--- src/rtl/writeback_control.sv ---
// Register-file write-port controller for the W stage.
// Resolves the in-order writeback of the W instruction and arbitrates it
// against the late result of a single in-flight multi-cycle mul/div. When
// both want the port in the same cycle, the md result waits one slot.
module writeback_control #(
   parameter logic [4:0] RSTATUS_REG = 5'd30,
   parameter logic [4:0] RA_REG      = 5'd31
) (
   input  logic        clock,
   input  logic        reset,
   input  logic        wb_valid,
   input  logic [31:0] wb_insn,
   input  logic [31:0] wb_alu_result,
   input  logic [31:0] wb_mem_data,
   input  logic [31:0] wb_pc_plus1,
   input  logic        wb_ovf,
   input  logic        md_start,
   input  logic [31:0] md_insn,
   input  logic [31:0] md_result,
   input  logic        md_ready,
   input  logic        md_exception,
   output logic        ctrl_writeEnable,
   output logic [4:0]  ctrl_writeReg,
   output logic [31:0] data_writeReg,
   output logic        md_busy,
   output logic [4:0]  md_dest,
   output logic        wb_stall
);

   localparam logic [4:0] OP_RTYPE = 5'b00000;
   localparam logic [4:0] OP_JAL   = 5'b00011;
   localparam logic [4:0] OP_ADDI  = 5'b00101;
   localparam logic [4:0] OP_LW    = 5'b01000;
   localparam logic [4:0] OP_SETX  = 5'b10101;

   localparam logic [4:0] ALU_ADD  = 5'b00000;
   localparam logic [4:0] ALU_SUB  = 5'b00001;
   localparam logic [4:0] ALU_SRA  = 5'b00101;
   localparam logic [4:0] ALU_MUL  = 5'b00110;
   localparam logic [4:0] ALU_DIV  = 5'b00111;

   typedef enum logic [1:0] {
      ST_IDLE = 2'd0,
      ST_BUSY = 2'd1,
      ST_HOLD = 2'd2
   } state_t;

   state_t      state_q, state_d;
   logic [4:0]  dest_q, dest_d;
   logic        is_div_q, is_div_d;
   logic        kill_q, kill_d;
   logic [31:0] buf_data_q, buf_data_d;
   logic        buf_exc_q, buf_exc_d;

   // True when an instruction word is an R-type mul or div.
   function automatic logic is_muldiv(input logic [31:0] insn);
      return (insn[31:27] == OP_RTYPE) &&
             ((insn[6:2] == ALU_MUL) || (insn[6:2] == ALU_DIV));
   endfunction

   logic [4:0]  wb_op, wb_alu_op, wb_rd;
   logic        pipe_en;
   logic [4:0]  pipe_reg;
   logic [31:0] pipe_data;
   logic        pipe_wr;

   assign wb_op     = wb_insn[31:27];
   assign wb_alu_op = wb_insn[6:2];
   assign wb_rd     = wb_insn[26:22];

   // Decode the W instruction into a write request; an overflow redirects
   // the write to the status register with a per-opcode code.
   always_comb begin
      // NOTE: every always_comb output gets a default first, so no path
      // leaves a signal unassigned and no latch is inferred.
      pipe_en   = 1'b0;
      pipe_reg  = 5'd0;
      pipe_data = 32'd0;
      if (wb_valid) begin
         case (wb_op)
            OP_RTYPE: begin
               // Only add/sub/and/or/sll/sra write; mul/div go via the md path.
               if (wb_alu_op <= ALU_SRA) begin
                  pipe_en = 1'b1;
                  if (wb_ovf && (wb_alu_op == ALU_ADD)) begin
                     pipe_reg  = RSTATUS_REG;
                     pipe_data = 32'd1;
                  end else if (wb_ovf && (wb_alu_op == ALU_SUB)) begin
                     pipe_reg  = RSTATUS_REG;
                     pipe_data = 32'd3;
                  end else begin
                     pipe_reg  = wb_rd;
                     pipe_data = wb_alu_result;
                  end
               end
            end
            OP_ADDI: begin
               pipe_en = 1'b1;
               if (wb_ovf) begin
                  pipe_reg  = RSTATUS_REG;
                  pipe_data = 32'd2;
               end else begin
                  pipe_reg  = wb_rd;
                  pipe_data = wb_alu_result;
               end
            end
            OP_LW: begin
               pipe_en   = 1'b1;
               pipe_reg  = wb_rd;
               pipe_data = wb_mem_data;
            end
            OP_JAL: begin
               pipe_en   = 1'b1;
               pipe_reg  = RA_REG;
               pipe_data = wb_pc_plus1;
            end
            OP_SETX: begin
               pipe_en   = 1'b1;
               pipe_reg  = RSTATUS_REG;
               pipe_data = {5'd0, wb_insn[26:0]};
            end
            default: ;
         endcase
      end
   end

   // A write to $r0 is no write at all, so it neither collides nor kills.
   assign pipe_wr = pipe_en && (pipe_reg != 5'd0);

   logic        md_sel_exc;
   logic [31:0] md_sel_data;
   logic        md_wr_en;
   logic [4:0]  md_wr_reg;
   logic [31:0] md_wr_data;

   // Form the md write from either the live result (BUSY) or the buffer (HOLD).
   // Exceptions always report; a normal result is dropped if a younger write won.
   always_comb begin
      md_sel_exc  = (state_q == ST_HOLD) ? buf_exc_q  : md_exception;
      md_sel_data = (state_q == ST_HOLD) ? buf_data_q : md_result;
      if (md_sel_exc) begin
         md_wr_en   = 1'b1;
         md_wr_reg  = RSTATUS_REG;
         md_wr_data = is_div_q ? 32'd5 : 32'd4;
      end else begin
         md_wr_en   = !kill_q && (dest_q != 5'd0);
         md_wr_reg  = dest_q;
         md_wr_data = md_sel_data;
      end
   end

   // Next-state, tracking registers and write-port arbitration.
   always_comb begin
      state_d          = state_q;
      dest_d           = dest_q;
      is_div_d         = is_div_q;
      kill_d           = kill_q;
      buf_data_d       = buf_data_q;
      buf_exc_d        = buf_exc_q;
      ctrl_writeEnable = pipe_wr;
      ctrl_writeReg    = pipe_reg;
      data_writeReg    = pipe_data;
      wb_stall         = 1'b0;
      md_busy          = (state_q != ST_IDLE);
      md_dest          = (state_q != ST_IDLE) ? dest_q : 5'd0;

      case (state_q)
         ST_IDLE: begin
            if (md_start && is_muldiv(md_insn)) begin
               state_d  = ST_BUSY;
               dest_d   = md_insn[26:22];
               is_div_d = (md_insn[6:2] == ALU_DIV);
               kill_d   = 1'b0;
            end
         end
         ST_BUSY: begin
            if (pipe_wr && (pipe_reg == dest_q)) begin
               kill_d = 1'b1;
            end
            if (md_ready) begin
               if (pipe_wr) begin
                  // Pipeline keeps the port; the result waits one slot.
                  state_d    = ST_HOLD;
                  buf_data_d = md_result;
                  buf_exc_d  = md_exception;
               end else begin
                  state_d          = ST_IDLE;
                  ctrl_writeEnable = md_wr_en;
                  ctrl_writeReg    = md_wr_reg;
                  data_writeReg    = md_wr_data;
               end
            end
         end
         ST_HOLD: begin
            // The older md result goes first; a pipeline write is held off.
            state_d          = ST_IDLE;
            wb_stall         = pipe_wr;
            ctrl_writeEnable = md_wr_en;
            ctrl_writeReg    = md_wr_reg;
            data_writeReg    = md_wr_data;
         end
         default: state_d = ST_IDLE;
      endcase

      if (!reset) begin
         ctrl_writeEnable = 1'b0;
         ctrl_writeReg    = 5'd0;
         data_writeReg    = 32'd0;
         md_busy          = 1'b0;
         md_dest          = 5'd0;
         wb_stall         = 1'b0;
      end
   end

   // State and tracking registers, synchronously cleared by reset.
   always_ff @(posedge clock) begin
      // NOTE: sequential state uses non-blocking assignments so every
      // register samples its pre-edge inputs, regardless of statement order.
      if (!reset) begin
         state_q    <= ST_IDLE;
         dest_q     <= 5'd0;
         is_div_q   <= 1'b0;
         kill_q     <= 1'b0;
         buf_data_q <= 32'd0;
         buf_exc_q  <= 1'b0;
      end else begin
         state_q    <= state_d;
         dest_q     <= dest_d;
         is_div_q   <= is_div_d;
         kill_q     <= kill_d;
         buf_data_q <= buf_data_d;
         buf_exc_q  <= buf_exc_d;
      end
   end

endmodule

--- config.mk ---
export PLATFORM = sky130hd
export DESIGN_NAME = writeback_control
export DESIGN_NICKNAME = d
export VERILOG_FILES = /design/src/rtl/writeback_control.sv
export SDC_FILE = /design/constraint.sdc
export NUM_CORES = 1
export LEC_CHECK = 0
export CORE_MARGIN = 2
export CORE_UTILIZATION = 30
export CTS_CLUSTER_SIZE = 30
export DETAILED_ROUTE_END_ITERATION = 6
export GPL_ROUTABILITY_DRIVEN = 0
export GPL_TIMING_DRIVEN = 1
export PLACE_DENSITY_LB_ADDON = 0.15
export REMOVE_ABC_BUFFERS = 1
export SLEW_MARGIN = 20
export SYNTH_ARGS = -nofsm -noshare
export SYNTH_HDL_FRONTEND = slang
export SYNTH_SLANG_ARGS = --single-unit
--- constraint.sdc ---
create_clock -name clock -period 2.3 [get_ports clock]
set_input_delay 0.345 -clock clock [delete_from_list [all_inputs] [get_ports clock]]
set_output_delay 0.345 -clock clock [all_outputs]
set_load 0.03 [all_outputs]
# Yosys cells after proc, flatten, opt, wreduce, memory -nomap -nowiden
# Index checks and enable logic that the tools add are counted.
[word_totals]
out_inout_bits = 45
inputBits = 199
reg_bits = 42
[classes]
n_mux = 45
n_reduce_logical = 22
n_eq_ne = 13
magnitude_cmp = 1
[op_table]
columns = ["operator", "n"]
rows = [
  ["$mux W32", 10],
  ["$pmux W32 S5", 1],
  ["$pmux W32 S2", 1],
  ["$mux W5", 11],
  ["$pmux W5 S5", 1],
  ["$eq A5 B3 Y1 const B", 3],
  ["$logic_not A5 Y1", 3],
  ["$mux W1", 13],
  ["$pmux W5 S2", 1],
  ["$reduce_bool A5 Y1", 2],
  ["$logic_and A1 B1 Y1", 7],
  ["$mux W2", 3],
  ["$ne A2 B2 Y1 const B", 3],
  ["$pmux W1 S2", 3],
  ["$reduce_and A3 Y1", 2],
  ["$eq A5 B1 Y1 const B", 1],
  ["$eq A5 B2 Y1 const B", 1],
  ["$eq A5 B4 Y1 const B", 1],
  ["$eq A5 B5 Y1", 1],
  ["$eq A5 B5 Y1 const B", 1],
  ["$le A5 B3 Y1 const B", 1],
  ["$pmux W2 S2", 1],
  ["$reduce_and A2 Y1", 2],
  ["$reduce_bool A2 Y1", 2],
  ["other kinds (6)", 6],
]

# Logic depth before layout (Yosys ltp)
[depth]
depth_word = 13
mapped_depth = 10

# Worst setup path before layout
# Ideal clock, no wire load.
[synth_timing]
kind = "input -> output"
start = "in wb_insn[31]"
end = "out data_writeReg[1]"
cell_stages = 10
t_arrival_ns = 2.543
setup_slack_ns = -0.588
cell_sequence = "buf_2 > or3b_4 > o21a_1 > o22a_1 > a21oi_4 > or3_1 > clkbuf_1 > buf_2 > o21ai_0 > a21oi_1"
[synth_between]
elab_chain_cells = 9
[synth_lines]
columns = ["element", "line", "text"]
rows = [
  ["from (decl)", "12", "input logic [31:0] wb_insn,"],
  ["$eq A5 B5 Y1 (tied with other cells)", "80", "case (wb_op)"],
  ["$pmux W5 S5 or $reduce_or A4 Y1 (tied branches)", "n/a", ""],
  ["$mux W5 or $pmux W1 S2 (tied branches)", "79, 80", ""],
  ["$reduce_bool A5 Y1 or $mux W1 (tied branches)", "128, 79", ""],
  ["$logic_and A1 B1 Y1", "128", "assign pipe_wr = pipe_en && (pipe_reg != 5'd0);"],
  ["$mux W32", "181", "if (pipe_wr) begin"],
  ["$mux W32", "180", "if (md_ready) begin"],
  ["$pmux W32 S2 *", "167", "case (state_q)"],
  ["$mux W32 *", "205", "if (!reset) begin"],
  ["to (decl)", "24", "output logic [31:0] data_writeReg,"],
]
# Every way passes the cells marked *; elsewhere a longest branch is shown, timed or not.

# Final worst setup path
[layout_timing]
start = "in wb_insn[29]"
end = "out data_writeReg[1]"
# The elaborated chain is that of the path after synthesis.

==> run_results.csv <==
group,metric,value,unit
routing,drt_pre_antenna_iters,7,
cts,cts_made_buffers,5,
floorplanning,design.die.area,0.0159,mm²
worst_setup_path,critical_path_required,1.96,ns
cts,htreeDepth,2,
global_route,groute.usage.overall,26.7,%
global_route,grt_pass1_vias,6796,
worst_hold_path,worst_hold_path_type,"reg2reg",
synth,async_reset_ff_share,0,%
routing,remaining_drc_errors,6,
worst_setup_path,critical_path.startpoint_type,"input pin",
finish,layout-area-overhead-vs-synth,96.5,%
power,vdd_ir_drop_max,285,µV
synth,synthMostInstantiatedCell,"nand2_1",
global_route,grt_first_pass_wirelength,34.9,mm
synth,synth_largest_type_area_fraction,18.7,%
global_route,antenna_found_initial,0,
finish,insertedDiodeCount,0,
sta,timing_max_transition_violations_final,0,
sta,fin_setup_tns,-16.26,ns
worst_setup_path,critical_path_peak_fanout,6,
synth,synth_enable_flop_cells,0,
floorplanning,starting_density_of_the_core,30.7,%
routing,wirelength_routed,23.1,mm
sta,min_period_over_period,121,%
finish,final_net_count,1159,
finish,postLayoutCoreUtil,60.4,%
floorplanning,core_area,0.0146,mm²
global_route,grt_max_degree,37,
status,violations,"DRC, setup timing",
routing,postRouteAntennaNets,0,
placed_design,placedCellCount,1098,
worst_setup_path,critPathCaptureType,"output pin",
sta,setup_repair_after_global_routing_missed_its_margin,"yes",
placed_design,post-place-ws,-1.05,ns
floorplanning,row_count,44,
routing,wire_per_inst,20.2,µm
sta,setup_slack,-0.473,ns
sta,slew_headroom,67.6,%
synth,cell_types_with_the_largest_area_share_after_synthesis,"dfxtp_1 19%, nand2_1 12%, a21oi_1 7.3%",
sta,fin_worst_hold_slack,0.470,ns
sta,timing.final.setup_violations,40,
sta,worst_slew_pin_slew,0.486,ns
routing,routed-via-count,6691,
floorplanning,die_y_extent,126,µm
cts,clock_sink_count,42,
synth,ys_ff_latch,42,
floorplanning,pin_count,244,
routing,route.detailed.vias_per_inst,5.86,
flow_run,maxCapViolCount,0,
synth,synth_cell_type_count,63,
sta,final.setup_skew,0.00336,ns
synth,synth_area_per_cell,6.78,µm²
synth,synth_area,0.00449,mm²
sta,report.final.hold_viol_count,0,
worst_setup_path,critPathArrivalTime,2.43,ns
cts,clock_tree.root_cell,"clkbuf_16",
floorplanning,die_width,126,µm
status,run_status,"finished, violations left",
synth,postSynth.topFlopCell,"dfxtp_1",
cts,cts_tree,"built",
synth,synth_warnings,0,
power,power_leakage,2.97,nW
worst_setup_path,worst-setup-path-type,"in2out",
cts,clock_tree.buffer_depth,2,
synth,postSynthCellCount,662,
synth,synth_seq_area_share,18.7,%
placed_design,io_buffers,226,
routing,drt_iter0_drc,627,
cts,clk_pin_slew_worst_paths,0.07,ns
sta,period_minus_slack,2.77,ns
global_route,grt_overflow_total,0,
finish,final_cell_count_no_fill,1142,
cts,clock_latency,0.29,ns
power,p_per_area,252,mW/mm²
finish,share_of_layout_cells_above_drive_strength_1,31.4,%
synth,post_synth_most_frequent_cells,"138 x nand2_1, 65 x a21oi_1, 54 x clkbuf_1, 52 x o21ai_0, 42 x dfxtp_1",
sta,maxClockFrequency,361,MHz
placed_design,dp_hpwl,15.3,mm
cts,hold_buffers,0,
synth,synth_top_cell_by_area,"dfxtp_1",
per-stage QoR:
step                power [mW]  area (µm²)
detailed placement        1.35        7540
global route              2.30        8820
finish                    2.22        8820
CTS                       2.17        8360
global placement          1.34        7540
floorplan                0.869        4200
state kept, by name, indices dropped and copies added, names as in the netlist:
signal	count
state_q	2
kill_q	1
dest_q	5
buf_exc_q	1
is_div_q	1
buf_data_q	32
worst max-delay path: stages:
cell and delay, ns:
buf_8 0.10, buf_4 0.15, and3b_1 0.19, o21ai_2 0.17, o22a_1 0.23, a21oi_4 0.09
buf_6 0.13, or3_4 0.42, buf_4 0.18, o21ai_4 0.17, a21oi_4 0.10, buf_12 0.16
report_power, final:
| group | internal [mW] | switching (mW) |
|---|---|---|
| combinational | 0.464 | 0.282 |
| sequential | 0.727 | 0.0000938 |
| clock | 0.404 | 0.341 |
final timing paths:
path / startpoint / to / slack [ns] / cells after the start
max: wb_insn[29] / data_writeReg[1] / -0.47 / 12
min: buf_data_q[2] / buf_data_q[2] / 0.47 / 2
max reg2reg: state_q[1] / kill_q / 0.36 / 7
min reg2reg: buf_data_q[2] / buf_data_q[2] / 0.47 / 2
placed cells by master (no fill, tap or decap), drive strengths merged, types with 6 or more instances in the layout:
cell type      count
nand3              6
a311o             29
and2               9
a222oi            31
nand2            138
nor2              28
o21ai             55
clkbuf             8
o211ai             6
nand2b             6
nor3b             34
clkdlybuf4s50    166
a21boi            41
a21oi             66
o22ai             35
dfxtp             42
buf              183
nor3               6
inv                8
layer usage:
metal / GRT usage (%) / vias to the layer above / part of all wire (%)
li1: - / 3109 / -
met3: 4.50 / 52 / 6.6
met2: 46.6 / 314 / 50
met5: 0 / - / 0
met4: 9.76 / 0 / 2.9
met1: 33.0 / 3216 / 41
layout make-up:
cell class | instances | area (µm²)
clock buffer | 5 | 125
clock inverter | 3 | 18.8
fill | 1241 | 5770
inverter | 7 | 26.3
multi-input combinational | 543 | 3940
sequential | 42 | 841
tap | 184 | 230
timing repair buffer | 358 | 3640
repair_timing:
action / 4_1_cts / 5_1_grt
gates cloned: 3 / 3
pin swaps: 46 / 31
endpoints found under the setup margin: 74 / 54
setup buffers: 25 / 9
gates resized for setup: 198 / 65
cell families (layout without fill, tap and decap cells):
| group | Yosys count | in the layout | synth area share, % |
|---|---|---|---|
| fa+ha+maj | 3 | 3 | 0.837 |
| compound gates | 291 | 291 | 45.9 |
| mux | 4 | 4 | 0.921 |
| simple gates | 244 | 244 | 26.4 |
| xor+xnor | 1 | 1 | 0.195 |
| buf+inv | 77 | 373 | 6.95 |
| flops | 42 | 42 | 18.7 |
Note: power is estimated with default switching activity, not from simulation.
